<file path="config.mk">
export PLATFORM = sky130hd
export DESIGN_NAME = legv8_imm_encoder_flat
export DESIGN_NICKNAME = d
export VERILOG_FILES = /design/src/rtl/legv8_imm_encoder_if.sv /design/src/rtl/legv8_imm_encoder.sv /design/src/flat_wrapper.sv
export SDC_FILE = /design/constraint.sdc
export NUM_CORES = 1
export LEC_CHECK = 0
export ABC_AREA = 1
export CAP_MARGIN = 15
export CORE_UTILIZATION = 65
export DETAILED_ROUTE_END_ITERATION = 12
export DONT_BUFFER_PORTS = 1
export GPL_TIMING_DRIVEN = 0
export PLACE_DENSITY = 0.81
export SLEW_MARGIN = 25
export SYNTH_ARGS = -nofsm -noshare
export SYNTH_HDL_FRONTEND = slang
export SYNTH_SLANG_ARGS = --single-unit
</file>
<file path="constraint.sdc">
create_clock -name clk -period 3.28 [get_ports clk]
set_input_delay 0.328 -clock clk [delete_from_list [all_inputs] [get_ports clk]]
set_output_delay 0.328 -clock clk [all_outputs]
set_load 0.02 [all_outputs]
</file>
<file path="src/rtl/legv8_imm_encoder_if.sv">
// rtl/legv8_imm_encoder_if.sv - request and memory-write bus of the LEGv8 immediate encoder
// master is the loader front end, slave is the encoder.
interface legv8_imm_encoder_if #(
  parameter int AW = 6
);
  logic          in_valid;
  logic          in_ready;
  logic [1:0]    kind;
  logic [4:0]    rt;
  logic [4:0]    rn;
  logic [63:0]   imm;
  logic          wr_en;
  logic [AW-1:0] wr_addr;
  logic [31:0]   wr_data;

  modport master (
    output in_valid, kind, rt, rn, imm,
    input  in_ready, wr_en, wr_addr, wr_data
  );

  modport slave (
    input  in_valid, kind, rt, rn, imm,
    output in_ready, wr_en, wr_addr, wr_data
  );
endinterface

</file>
<file path="src/rtl/legv8_imm_encoder.sv">
// rtl/legv8_imm_encoder.sv - packs LDUR/STUR/CBZ/B.cond fields into words and writes them sequentially
// Immediates that would not sign-extend back to themselves are rejected and counted.
module legv8_imm_encoder #(
  parameter int AW = 6
) (
  input  logic                clk,
  input  logic                reset,
  input  logic                clear,
  legv8_imm_encoder_if.slave  bus,
  output logic                rej,
  output logic [7:0]          err_count,
  output logic                full
);
  typedef enum logic [2:0] {IDLE, ENC, WRITE, REJ, FULL} state_t;

  state_t        st;
  logic [1:0]    kind_q;
  logic [4:0]    rt_q;
  logic [4:0]    rn_q;
  logic [63:0]   imm_q;
  logic          wr_en_q;
  logic [AW-1:0] wr_addr_q;
  logic [31:0]   wr_data_q;
  logic [31:0]   enc_word;
  logic          fits;
  logic          last_addr;

  assign bus.in_ready = (st == IDLE);
  assign bus.wr_en    = wr_en_q;
  assign bus.wr_addr  = wr_addr_q;
  assign bus.wr_data  = wr_data_q;
  assign last_addr    = (wr_addr_q == {AW{1'b1}});

  // A field fits when every bit above it matches its sign bit.
  always_comb begin
    enc_word = 32'd0;
    fits     = 1'b0;
    case (kind_q)
      2'd0: begin
        enc_word = {11'b111_1100_0010, imm_q[8:0], 2'b00, rn_q, rt_q};
        fits     = (&imm_q[63:8]) | ~(|imm_q[63:8]);
      end
      2'd1: begin
        enc_word = {11'b111_1100_0000, imm_q[8:0], 2'b00, rn_q, rt_q};
        fits     = (&imm_q[63:8]) | ~(|imm_q[63:8]);
      end
      2'd2: begin
        enc_word = {8'b1011_0100, imm_q[18:0], rt_q};
        fits     = (&imm_q[63:18]) | ~(|imm_q[63:18]);
      end
      default: begin
        enc_word = {8'b0101_0100, imm_q[18:0], rt_q};
        fits     = (&imm_q[63:18]) | ~(|imm_q[63:18]);
      end
    endcase
  end

  always_ff @(posedge clk or negedge reset) begin
    if (!reset) begin
      st        <= IDLE;
      kind_q    <= 2'd0;
      rt_q      <= 5'd0;
      rn_q      <= 5'd0;
      imm_q     <= 64'd0;
      wr_en_q   <= 1'b0;
      wr_addr_q <= '0;
      wr_data_q <= 32'd0;
      rej       <= 1'b0;
      err_count <= 8'd0;
      full      <= 1'b0;
    end else if (clear) begin
      // wr_data is left alone: it only has meaning while wr_en is high.
      st        <= IDLE;
      wr_en_q   <= 1'b0;
      wr_addr_q <= '0;
      rej       <= 1'b0;
      err_count <= 8'd0;
      full      <= 1'b0;
    end else begin
      case (st)
        IDLE: begin
          if (bus.in_valid) begin
            kind_q <= bus.kind;
            rt_q   <= bus.rt;
            rn_q   <= bus.rn;
            imm_q  <= bus.imm;
            st     <= ENC;
          end
        end
        ENC: begin
          if (fits) begin
            wr_en_q   <= 1'b1;
            wr_data_q <= enc_word;
            st        <= WRITE;
          end else begin
            rej <= 1'b1;
            if (err_count != 8'hFF) err_count <= err_count + 8'd1;
            st  <= REJ;
          end
        end
        WRITE: begin
          wr_en_q   <= 1'b0;
          wr_addr_q <= wr_addr_q + 1'b1;
          if (last_addr) begin
            full <= 1'b1;
            st   <= FULL;
          end else begin
            st <= IDLE;
          end
        end
        REJ: begin
          rej <= 1'b0;
          st  <= IDLE;
        end
        FULL:    st <= FULL;
        default: st <= IDLE;
      endcase
    end
  end
endmodule

</file>
<file path="src/flat_wrapper.sv">
// flat-port wrapper written by rule: the top's interface ports become plain ports
module legv8_imm_encoder_flat 
#(
  parameter int AW = 6
)
  (clk, reset, clear, rej, err_count, full, bus_in_valid, bus_kind, bus_rt, bus_rn, bus_imm, bus_in_ready, bus_wr_en, bus_wr_addr, bus_wr_data);
  legv8_imm_encoder_if #(.AW(AW)) bus_i ();
  input  logic clk;
  input  logic reset;
  input  logic clear;
  output logic rej;
  output logic [7:0] err_count;
  output logic full;
  input wire logic [$bits(bus_i.in_valid)-1:0] bus_in_valid;
  input wire logic [$bits(bus_i.kind)-1:0] bus_kind;
  input wire logic [$bits(bus_i.rt)-1:0] bus_rt;
  input wire logic [$bits(bus_i.rn)-1:0] bus_rn;
  input wire logic [$bits(bus_i.imm)-1:0] bus_imm;
  output wire logic [$bits(bus_i.in_ready)-1:0] bus_in_ready;
  output wire logic [$bits(bus_i.wr_en)-1:0] bus_wr_en;
  output wire logic [$bits(bus_i.wr_addr)-1:0] bus_wr_addr;
  output wire logic [$bits(bus_i.wr_data)-1:0] bus_wr_data;
  assign bus_i.in_valid = bus_in_valid;
  assign bus_i.kind = bus_kind;
  assign bus_i.rt = bus_rt;
  assign bus_i.rn = bus_rn;
  assign bus_i.imm = bus_imm;
  assign bus_in_ready = bus_i.in_ready;
  assign bus_wr_en = bus_i.wr_en;
  assign bus_wr_addr = bus_i.wr_addr;
  assign bus_wr_data = bus_i.wr_data;
  legv8_imm_encoder #(.AW(AW)) u_core (.clk(clk), .reset(reset), .clear(clear), .bus(bus_i), .rej(rej), .err_count(err_count), .full(full));
endmodule
</file>
==> results.txt, run 1 <==
----------------------------------------------------
[Global route]
  Global Route Usage Sum ... 38.4%
  GR Overflow Total ... 0
  Maximum number of pins on one net before global-route repair ... 126
  Number of global-route vias before repair ... 5396
  Global-route wire length before repair ... 25.8 mm
  Antenna violations before repair ... 1

[Timing]
  Count of final hold-check violations ... 0
  Unrepaired setup endpoints after global routing ... no
  Final setup violation count ... 0
  Portion of the clock cycle consumed by the worst path in the final layout ... 66.5%
  Period minus WS final ... 2.18 ns
  Peak clock frequency supported by timing ... 459 MHz
  Final number of max-transition violations ... 0
  Pin slew with the least headroom to its limit ... 0.628 ns
  Final setup TNS ... 0 ns
  Largest clock skew in the final design ... 0.0148 ns
  Slew headroom ... 58.1%

[Floorplanning]
  Total die area ... 9230 µm²
  Count of boundary I/O pins ... 130
  Die extent in y ... 96.1 µm
  Overall die width ... 96.1 µm
  Starting utilization of the core area ... 68.6%
  Core Footprint ... 8380 µm²
  Row Count ... 33

[Detailed routing]
  Number of remaining DRC errors ... 0
  Routed length per placed instance ... 18.9 µm
  Number of vias per cell ... 5.87
  Number of routed nets with antenna violations ... 0
  Drt first pass iters ... 5
  Detailed router's first-iteration violation count ... 199
  Count of vias placed by the detailed router ... 5052
  Wirelength, routed ... 16.2 mm

[Clock network]
  Insertion delay of the later-clocked pin in the worst-skew pair ... 0.53 ns
  Setup Fix Bufs, Post-CTS ... 0
  TritonCTS buffer count ... 17
  Sink count of the clock tree ... 125
  Resized Gates After CTS ... 0
  CTS tree ... yes
  Clock-pin slew reported for the worst setup and hold paths after clock tree synthesis ... 0.07 ns
  Number of buffers on the longest clock path ... 2
  Number of H-tree levels ... 4
  Clock root buffer ... clkbuf_8

[Run status]
  Run status ... finished, final reports clean

[Critical path]
  CP required ... 3.68 ns
  Type of element capturing the critical path ... register
  Biggest fanout along the worst timing path ... 10
  Critical path arrival ... 2.58 ns
  Critical path type ... register to register
  Type of element launching the critical path ... register

[Cells and area]
  Final nets ... 823
  Most frequent cells in the layout ... nand2_1 (174), dfrtp_1 (125), dlygate4sd3_1 (79)
  Filler cell count in the final layout ... 398
  Most common library cell in the layout ignoring fill and taps ... nand2_1
  Fraction of final layout cells with drive strength greater than 1 ... 12.5%
  Relative area change from synthesis to final layout ... 27.0%

[Logic synthesis]
  Distinct cells, synth ... 27
  Post-synthesis sequential element count ... 125
  Dominant synthesized flop cell ... dfrtp_1
  Leading post-synthesis cells by cell area ... dfrtp_1 (54%), nand2_1 (11%), mux2_2 (6.5%)
  Share of synthesized registers carrying an async set or reset ... 100%
  Count of mapped cells out of synthesis ... 641
  Count of yosys warnings during synthesis ... 0
  Synth area leader ... dfrtp_1
  Fraction of the yosys area taken by sequential cells ... 54.4%
  EDFF count, synth ... 0
  Avg Inst Size Synth ... 8.98 µm²
  Share of the synthesized area in the top cell type ... 54.4%
  Post-synthesis instance area ... 5750 µm²

[Placed design]
  Routability cong. ... 0.863
  Dpl hpwl ... 9.11 mm
  Number of buffers added on ports ... 0

[Power]
  Power per cell area ... 766 nW/µm²
  Peak supply drop ... 0.496 mV
  Leakage dissipation ... 0.00341 µW
  Final Power ... 5600 µW

[Flow run]
  Max Cap Violations ... 0

[Hold path]
  Classification of the worst-slack hold path ... primary input to register

----------------------------------------------------
## cell usage after synthesis, drive strengths merged, types with 2 or more instances
library cell	n
nor2	76
nor3	4
xor2	2
mux2	49
xnor2	2
nand2	174
buf	15
ha	2
nor3b	2
a21oi	4
dfrtp	125
nand3	20
inv	60
o21ai	76
nand4	15
clkbuf	12
## final timing paths
kind	start	to	slack, ns	depth (start not counted)
max	u_core.imm_q[27]$_DFFE_PN0P_	u_core.bus.wr_data[0]$_DFFE_PN0P_	1.10	10
min	clear	u_core.bus.wr_addr[4]$_DFFE_PN0N_	0.05	3
max reg2reg	u_core.imm_q[27]$_DFFE_PN0P_	u_core.bus.wr_data[0]$_DFFE_PN0P_	1.10	10
min reg2reg	u_core.rn_q[1]$_DFFE_PN0P_	u_core.rn_q[1]$_DFFE_PN0P_	0.51	1
max in group asynchronous	reset	u_core.imm_q[19]$_DFFE_PN0P_	2.36	2
min in group asynchronous	reset	u_core.imm_q[41]$_DFFE_PN0P_	0.41	2
## metal layers
layer  wire, µm  vias to the layer above  global-route usage (%)
met1       5840                     2423                    41.7
met5          0                        -                       0
met3       1460                       74                    13.5
met2       8320                      295                    65.8
li1           -                     2260                       -
met4        618                        0                    20.1
## flip-flops by register name (all words and copies together) (netlist names), 2 cells and up
signal and flops:
u_core.kind_q 2, u_core.imm_q 64, u_core.st 3, u_core.rt_q 5, u_core.rn_q 5, u_core.err_count 8
u_core.bus.wr_addr 6, u_core.bus.wr_data 29
## stage by stage
| step | std cells | setup slack (ns) | utilization [%] | hold slack [ns] | instance area (µm²) |
|---|---|---|---|---|---|
| after floorplan | 642 | 1.45 | - | 0.0324 | 5760 |
| after global placement | 747 | 1.23 | 70.2 | 0.0353 | 5890 |
| after detailed placement | 747 | 1.19 | 70.2 | 0.0355 | 5890 |
| after CTS | 859 | 1.17 | 87.1 | 0.0233 | 7300 |
| after global routing | 860 | 0.927 | 87.2 | 0.0341 | 7310 |
| final | 860 | 1.10 | 87.2 | 0.0499 | 7310 |
## layout make-up
cell class	count	area, µm²	area share (%)
Sequential cell	125	3130	42.8
Multi-Input combinational cell	430	2250	30.8
Timing Repair Buffer	80	818	11.2
Clock buffer	18	418	5.72
Inverter	60	225	3.08
Clock inverter	14	180	2.47
Buffer	27	153	2.09
Tap cell	105	131	1.80
Antenna cell	1	2.50	0.0342
## power by group
group	internal [µW]	switching [µW]
clock network	1170	751
registers	1990	595
logic	479	608
## kinds of logic after synthesis
logic type | Yosys count | share of synthesized area (%)
multiplexers | 49 | 10.2
XOR/XNOR | 4 | 0.609
AND/OR/NAND/NOR | 293 | 20.7
other | 1 | 0.0652
buffers and inverters | 87 | 6.57
adder cells (fa/ha/maj) | 2 | 0.435
flip-flops | 125 | 54.4
AO/OA/AOI/OAI | 80 | 6.96
## worst max-delay path, cell delays in order, from the launching register on
cell and delay, ns:
dfrtp_1 0.41, nor2_1 0.17, nand2_1 0.08, nor2_1 0.17, nand2_1 0.08, nor2_1 0.17
nand2_1 0.07, nand3_1 0.14, nand3_2 0.18, clkbuf_1 0.28, o21ai_0 0.33
## repair_timing
action	CTS	global route
setup endpoints to repair	0	0
hold buffers	80	0
hold endpoints to repair	204	0
Power figures use the tool's default switching activity.
==> run 2: changes to the inputs <==
--- a/config.mk
+++ b/config.mk
@@ -7,11 +7,11 @@
 export LEC_CHECK = 0
 export ABC_AREA = 1
 export CAP_MARGIN = 15
-export CORE_UTILIZATION = 65
+export CORE_UTILIZATION = 57
 export DETAILED_ROUTE_END_ITERATION = 12
 export DONT_BUFFER_PORTS = 1
 export GPL_TIMING_DRIVEN = 0
-export PLACE_DENSITY = 0.81
+export PLACE_DENSITY = 0.75
 export SLEW_MARGIN = 25
 export SYNTH_ARGS = -nofsm -noshare
 export SYNTH_HDL_FRONTEND = slang
==> constraint.sdc (replaced) <==
create_clock -name clk -period 1.8 [get_ports clk]
set_input_delay 0.18 -clock clk [delete_from_list [all_inputs] [get_ports clk]]
set_output_delay 0.18 -clock clk [all_outputs]
set_load 0.02 [all_outputs]
==> run 2 against run 1 <==
Compared with the run above: hold slack got worse by 0.70 ns; the flow now finishes with violations (hold timing, setup timing); critical endpoint is now u_core.bus.wr_data[27]$_DFFE_PN0P_; via count rose by 2.8%; core utilization fell by 5.2 points; total power rose by 87%; die area rose by 14%; first-iteration DRC count rose by 62%; global-route usage fell by 7.9 points; combinational power rose by 130%; sequential cell count did not move; sequential share of layout area fell by 3.8 points.
==> results.txt, run 2 (synthesized netlist as in run 1, its figures left out) <==
----------------------------------------------------
[Clock network]
  CTS Hold Bufs ... 78 (was 80)
  Number of buffers on the longest clock path ... 2 (unchanged)
  Number of H-tree levels ... 4 (unchanged)
  TritonCTS buffer count ... 17 (unchanged)
  Clock-pin slew reported for the worst setup and hold paths after clock tree synthesis ... 0.06 ns (was 0.07 ns)
  CTS tree ... yes (unchanged)
  Insertion delay of the later-clocked pin in the worst-skew pair ... 0.53 ns (about the same)
  Clock root buffer ... clkbuf_8 (unchanged)
  Sink count of the clock tree ... 125 (unchanged)

[Hold path]
  Classification of the worst-slack hold path ... primary input to async pin (was primary input to register)

[Timing]
  Hold slack final ... -0.654 ns (was 0.0499 ns)
  Final setup TNS ... -2.38 ns (was 0 ns)
  Slew headroom ... 63.9% (was 58.1%)
  Period minus WS final ... 1.87 ns (was 2.18 ns)
  Post-layout worst setup margin ... -0.0692 ns (was 1.10 ns)
  Count of final hold-check violations ... 125 (was 0)
  Pin slew with the least headroom to its limit ... 0.541 ns (was 0.628 ns)
  Final setup violation count ... 60 (was 0)
  Largest clock skew in the final design ... 0.0116 ns (was 0.0148 ns)
  Portion of the clock cycle consumed by the worst path in the final layout ... 104% (was 66.5%)
  Peak clock frequency supported by timing ... 535 MHz (was 459 MHz)
  Final number of max-transition violations ... 0 (unchanged)
  Unrepaired setup endpoints after global routing ... yes (was no)

[Detailed routing]
  Number of remaining DRC errors ... 0 (unchanged)
  Count of vias placed by the detailed router ... 5195 (was 5052)
  Number of routed nets with antenna violations ... 0 (unchanged)
  Number of vias per cell ... 5.70 (was 5.87)
  Wirelength, routed ... 17.5 mm (was 16.2 mm)
  Drt first pass iters ... 5 (unchanged)
  Detailed router's first-iteration violation count ... 323 (was 199)
  Routed length per placed instance ... 19.2 µm (was 18.9 µm)

[Critical path]
  Critical path arrival ... 2.26 ns (was 2.58 ns)
  Type of element launching the critical path ... register (unchanged)
  CP required ... 2.19 ns (was 3.68 ns)
  Biggest fanout along the worst timing path ... 7 (was 10)
  Type of element capturing the critical path ... register (unchanged)
  Critical path type ... register to register (unchanged)

[Global route]
  Maximum number of pins on one net before global-route repair ... 126 (unchanged)
  Global Route Usage Sum ... 30.4% (was 38.4%)
  Met1 Resource Use GR ... 35.8% (was 41.7%)
  Met3 demand-to-capacity share in global routing ... 9.37% (was 13.5%)
  GR Overflow Total ... 0 (unchanged)
  Met2 track demand over resource in global routing ... 51.7% (was 65.8%)
  Global-route wire length before repair ... 23.9 mm (was 25.8 mm)
  Global-route layer with the greatest usage ... met2 (unchanged)
  Antenna violations before repair ... 0 (was 1)
  Number of global-route vias before repair ... 5064 (was 5396)

[Floorplanning]
  Die extent in y ... 102 µm (was 96.1 µm)
  Total die area ... 10500 µm² (was 9230 µm²)
  Core Footprint ... 9770 µm² (was 8380 µm²)
  Overall die width ... 102 µm (was 96.1 µm)
  Count of boundary I/O pins ... 130 (unchanged)
  Starting utilization of the core area ... 58.9% (was 68.6%)
  Row Count ... 36 (was 33)

[Power]
  Power per cell area ... 1310 nW/µm² (was 766 nW/µm²)
  Peak supply drop ... 1.08 mV (was 0.496 mV)
  Leakage dissipation ... 0.00369 µW (was 0.00341 µW)

[Cells and area]
  Filler cell count in the final layout ... 542 (was 398)
  Relative area change from synthesis to final layout ... 39.3% (was 27.0%)
  Most frequent cells in the layout ... nand2_1 (140), dfrtp_1 (124), dlygate4sd3_1 (78) (was nand2_1 (174), dfrtp_1 (125), dlygate4sd3_1 (79))
  Final Instance Count excl. Fillers ... 911 (was 860)
  Most common library cell in the layout ignoring fill and taps ... nand2_1 (unchanged)
  Diodes inserted ... 0 (was 1)
  Register with the highest flop count ... u_core.imm_q (unchanged)
  Largest register FFs ... 64 (unchanged)
  Final nets ... 847 (was 823)
  Fraction of final layout cells with drive strength greater than 1 ... 25.4% (was 12.5%)

[Placed design]
  Dpl hpwl ... 9.24 mm (was 9.11 mm)
  Number of buffers added on ports ... 0 (unchanged)
  Place WS ... -0.244 ns (was 1.19 ns)
  Routability cong. ... 0.795 (was 0.863)
  Number of placed instances with taps included ... 775 (was 747)

[Flow run]
  Max Cap Violations ... 0 (unchanged)

[Run status]
  Violated checks ... hold timing, setup timing
  Run status ... finished, violations left (was finished, final reports clean)

----------------------------------------------------
==> run 2: cell count changes in the layout (fill, tap and decap cells not counted), moves of 12 or more <==
| cell | delta |
|---|---|
| buf_4 | +16 |
| mux2_4 | +12 |
| nand2_1 | -34 |
| nand2_2 | +29 |
| o21ai_0 | -23 |
| o21ai_2 | +17 |
==> run 2: report_power, final <==
part	internal [µW]	leakage (µW)	total, µW	switching (µW)
logic	1260	0.00187	2560	1300
clock network	1830	0.000265	3140	1310
registers	3630	0.00155	4790	1160
==> run 2: final cells by class <==
type	count	area (µm²)	area share, %
repair buffers	105	1110	13.9
plain buffers	25	241	3.01
multi-input cells	431	2600	32.4
clock inverters	14	123	1.53
clock buffers	18	418	5.21
flip-flops and latches	125	3130	39.0
well taps	133	166	2.08
inverters	60	225	2.81
==> run 2: repair_timing <==
action | 4_1_cts | 5_1_grt
setup buffers | 13 | 6
hold endpoints to repair | 211 | 125
pin swaps | 11 | 12
cloned | 2 | 7
resized for setup | 42 | 128
setup endpoints to repair | 112 | 118
==> run 2: path summary, 6_finish.rpt <==
kind / start / endpoint / slack [ns] / cells after the start
hold / removal: reset / u_core.bus.wr_data[2]$_DFFE_PN0P_ / -0.65 / 0
max in group asynchronous: reset / u_core.imm_q[2]$_DFFE_PN0P_ / 2.32 / 0
setup / recovery: u_core.imm_q[62]$_DFFE_PN0P_ / u_core.bus.wr_data[27]$_DFFE_PN0P_ / -0.07 / 12
setup reg to reg: u_core.imm_q[62]$_DFFE_PN0P_ / u_core.bus.wr_data[27]$_DFFE_PN0P_ / -0.07 / 12
hold reg to reg: u_core.rn_q[1]$_DFFE_PN0P_ / u_core.rn_q[1]$_DFFE_PN0P_ / 0.52 / 1
min in group clk: clear / u_core.st[2]$_DFFE_PN0P_ / 0.12 / 2
==> run 2: metrics by stage <==
step	util (%)	power [µW]	instance area (µm²)
floorplan	-	5860	5760
global placement	60.7	6230	5930
detailed placement	60.7	6350	5930
CTS	76.9	9780	7520
global route	82.0	10900	8010
finish	82.0	10500	8010
==> run 2: critical path: stages, from the launching register on <==
cell and delay (ns):
dfrtp_1 0.39, nand2_1 0.09, nor2_1 0.15, nand2_1 0.13
inv_1 0.07, nand2_1 0.05, nor2_1 0.09, nand2_1 0.11
nand3_4 0.14, nand3_4 0.17, buf_12 0.22, nand2_2 0.05
o21ai_1 0.07
==> run 2: routing by layer <==
metal  up-vias  wire length (µm)
li1       2327                 -
met1      2541              6550
met2       267              9080
met3        60              1300
met4         0               606
met5         -                 0
==> run 3: changes to the inputs <==
--- a/config.mk
+++ b/config.mk
@@ -7,11 +7,11 @@
 export LEC_CHECK = 0
 export ABC_AREA = 1
 export CAP_MARGIN = 15
-export CORE_UTILIZATION = 57
+export CORE_UTILIZATION = 63
 export DETAILED_ROUTE_END_ITERATION = 12
 export DONT_BUFFER_PORTS = 1
 export GPL_TIMING_DRIVEN = 0
-export PLACE_DENSITY = 0.75
+export PLACE_DENSITY = 0.79
 export SLEW_MARGIN = 25
 export SYNTH_ARGS = -nofsm -noshare
 export SYNTH_HDL_FRONTEND = slang
==> constraint.sdc (replaced) <==
create_clock -name clk -period 2.05 [get_ports clk]
set_input_delay 0.205 -clock clk [delete_from_list [all_inputs] [get_ports clk]]
set_output_delay 0.205 -clock clk [all_outputs]
set_load 0.02 [all_outputs]
==> run 3 against run 2 <==
Compared with the run above: the flow finishes with violations (hold timing); cell count fell by 5.4%; design area down 7.6%; via count is 2.3% lower; sequential share of layout area rose by 3.2 points; critical endpoint is now u_core.imm_q[60]$_DFFE_PN0P_.
==> results.txt, run 3 (synthesized netlist as in run 1, its figures left out) <==
----------------------------------------------------
[Run status]
  Run status ... finished, violations left (unchanged)
  Violated checks ... hold timing (was hold timing, setup timing)

[Clock network]
  CTS tree ... yes (unchanged)
  Number of buffers on the longest clock path ... 2 (unchanged)
  Clock-pin slew reported for the worst setup and hold paths after clock tree synthesis ... 0.06 ns (about the same)
  Number of H-tree levels ... 4 (unchanged)
  CTS Hold Bufs ... 78 (unchanged)
  Insertion delay of the later-clocked pin in the worst-skew pair ... 0.51 ns (was 0.53 ns)
  Sink count of the clock tree ... 125 (unchanged)
  TritonCTS buffer count ... 17 (unchanged)
  Clock root buffer ... clkbuf_8 (unchanged)

[Power]
  Sequential cell fraction of total power ... 45.5% (was 45.7%)
  Power share of the clock group ... 35.1% (was 29.9%)
  Switching portion of total power ... 34.0% (was 36.0%)
  Part of the total power dissipated in combinational logic ... 19.5% (was 24.4%)
  Power per cell area ... 1230 nW/µm² (was 1310 nW/µm²)
  Internal power component ... 6030 µW (was 6710 µW)
  Peak supply drop ... 0.817 mV (was 1.08 mV)
  Power spent charging and discharging nets ... 3110 µW (was 3770 µW)
  Leakage dissipation ... 0.00344 µW (was 0.00369 µW)
  Final Power ... 9140 µW (was 10500 µW)

[Critical path]
  Type of element launching the critical path ... register (unchanged)
  Critical path type ... register to register (unchanged)
  Worst path max stage delay ... 0.42 ns (was 0.39 ns)
  Biggest fanout along the worst timing path ... 10 (was 7)
  Type of element capturing the critical path ... register (unchanged)
  Critical path arrival ... 2.39 ns (was 2.26 ns)
  CP required ... 2.44 ns (was 2.19 ns)
  CP dominant cell by count ... nor2_4 (was nand2_1)
  Slowest library cell on the worst path ... dfrtp_2 (was dfrtp_1)
  Worst-path cell chain ... nor2_4, inv_1, nor2_4, and3_4, buf_2, buf_12, buf_8, mux2_1 (was nand2_1, nor2_1, nand2_1, inv_1, nand2_1, nor2_1, nand2_1, nand3_4, nand3_4, buf_12, nand2_2, o21ai_1)

[Floorplanning]
  Total die area ... 9520 µm² (was 10500 µm²)
  Overall die width ... 97.6 µm (was 102 µm)
  Row Count ... 34 (was 36)
  Die extent in y ... 97.6 µm (was 102 µm)
  Core Footprint ... 8760 µm² (was 9770 µm²)
  Starting utilization of the core area ... 65.6% (was 58.9%)
  Count of boundary I/O pins ... 130 (unchanged)

[Cells and area]
  Register with the highest flop count ... u_core.imm_q (unchanged)
  Fraction of final layout cells with drive strength greater than 1 ... 14.6% (was 25.4%)
  Largest register FFs ... 64 (unchanged)
  Final Instance Count excl. Fillers ... 862 (was 911)
  Final nets ... 823 (was 847)
  Most frequent cells in the layout ... nand2_1 (174), dfrtp_1 (124), dlygate4sd3_1 (78) (was nand2_1 (140), dfrtp_1 (124), dlygate4sd3_1 (78))
  Share of the core filled with cells ... 84.5% (was 82.0%)
  Diodes inserted ... 0 (unchanged)
  Most common library cell in the layout ignoring fill and taps ... nand2_1 (unchanged)
  Filler cell count in the final layout ... 467 (was 542)
  Post-route cell area ... 7410 µm² (was 8010 µm²)
  Relative area change from synthesis to final layout ... 28.8% (was 39.3%)

[Timing]
  Peak clock frequency supported by timing ... 501 MHz (was 535 MHz)
  Final setup violation count ... 0 (was 60)
  Pin slew with the least headroom to its limit ... 0.508 ns (was 0.541 ns)
  Period minus WS final ... 2.00 ns (was 1.87 ns)
  Hold slack final ... -0.616 ns (was -0.654 ns)
  Count of final hold-check violations ... 125 (unchanged)
  Portion of the clock cycle consumed by the worst path in the final layout ... 97.5% (was 104%)
  Final number of max-transition violations ... 0 (unchanged)
  Slew headroom ... 65.9% (was 63.9%)
  Largest clock skew in the final design ... 0.00781 ns (was 0.0116 ns)
  Final setup TNS ... 0 ns (was -2.38 ns)

[Global route]
  GR Overflow Total ... 0 (unchanged)
  Global Route Usage Sum ... 35.9% (was 30.4%)
  Global-route wire length before repair ... 26.3 mm (was 23.9 mm)
  Antenna violations before repair ... 0 (unchanged)
  Number of global-route vias before repair ... 5341 (was 5064)
  Maximum number of pins on one net before global-route repair ... 126 (unchanged)

[Placed design]
  Routability cong. ... 0.851 (was 0.795)
  DP Area ... 5890 µm² (was 5930 µm²)
  Dpl hpwl ... 9.10 mm (was 9.24 mm)
  Number of buffers added on ports ... 0 (unchanged)
  Number of placed instances with taps included ... 750 (was 775)

[Detailed routing]
  Routed length per placed instance ... 19.0 µm (was 19.2 µm)
  Number of vias per cell ... 5.89 (was 5.70)
  Drt first pass iters ... 8 (was 5)
  Count of vias placed by the detailed router ... 5078 (was 5195)
  Wirelength, routed ... 16.4 mm (was 17.5 mm)
  Detailed router's first-iteration violation count ... 390 (was 323)
  Number of routed nets with antenna violations ... 0 (unchanged)
  Number of remaining DRC errors ... 0 (unchanged)

[Flow run]
  Max Cap Violations ... 0 (unchanged)

[Hold path]
  Classification of the worst-slack hold path ... primary input to async pin (unchanged)

----------------------------------------------------
[run 3: cell count changes in the layout (fill, tap and decap cells not counted), moves of 6 or more]
cell / previous run / this run
mux2_2: 27 / 33
mux2_4: 22 / 10
nand2_1: 140 / 174
buf_6: 10 / 2
mux2_1: 0 / 6
nand2_2: 29 / 0
o21ai_2: 17 / 0
buf_4: 19 / 6
o21ai_0: 43 / 64
[run 3: final timing paths]
path,startpoint,endpoint,slack [ns],cells past startpoint
worst max-delay path,u_core.st[1]$_DFFE_PN0P_,u_core.imm_q[60]$_DFFE_PN0P_,0.05,8
min in group clk,clear,u_core.full$_DFFE_PN0P_,0.14,2
worst min register to register,u_core.rn_q[4]$_DFFE_PN0P_,u_core.rn_q[4]$_DFFE_PN0P_,0.52,1
max in group asynchronous,reset,u_core.imm_q[54]$_DFFE_PN0P_,2.44,0
worst max register to register,u_core.st[1]$_DFFE_PN0P_,u_core.imm_q[60]$_DFFE_PN0P_,0.05,8
worst min-delay path,reset,u_core.bus.wr_addr[5]$_DFFE_PN0N_,-0.62,0
[run 3: layout make-up]
cell class	count	area, µm²	area share [%]
Sequential cell	125	3130	42.2
Multi-Input combinational cell	430	2300	31.0
Timing Repair Buffer	80	796	10.7
Clock buffer	20	445	6.01
Inverter	60	225	3.04
Buffer	27	194	2.62
Clock inverter	12	185	2.50
Tap cell	108	135	1.82
[run 3: through the flow]
step / hold WS [ns] / setup slack [ns]
6_report: -0.616 / 0.0521
5_1_grt: -0.635 / -0.0173
4_1_cts: -0.623 / 0.00794
3_5_place_dp: -0.0876 / -0.0611
3_3_place_gp: -0.0870 / 0.0242
2_1_floorplan: -0.0906 / 0.223
[run 3: what timing repair did]
action,in CTS,in global routing
pin swaps,1,1
endpoints found under the hold margin,211,125
resized for setup,8,26
setup endpoints to repair,72,104
setup buffers,0,2
[run 3: critical path, delay by kind of cell (launching register included)]
kind | cells | cell delay, ns
buf+inv | 4 | 0.54
flops | 1 | 0.42
mux | 1 | 0.35
simple gates | 3 | 0.55
[run 3: power groups by stage]
stage / Combinational (µW) / Clock (µW) / Sequential, µW
2_1_floorplan: 1190 / 0 / 3950
3_3_place_gp: 1390 / 0 / 4080
3_5_place_dp: 1460 / 0 / 4120
4_1_cts: 1630 / 3180 / 4090
5_1_grt: 1970 / 3310 / 4220
6_report: 1780 / 3200 / 4150
[run 3: layer usage]
| layer | wire length (µm) | track usage [%] | share of wire (%) |
|---|---|---|---|
| met5 | 0 | 0 | 0 |
| met4 | 544 | 15.2 | 3.3 |
| met3 | 1170 | 9.78 | 7.2 |
| met2 | 8580 | 62.8 | 52 |
| met1 | 6060 | 41.3 | 37 |
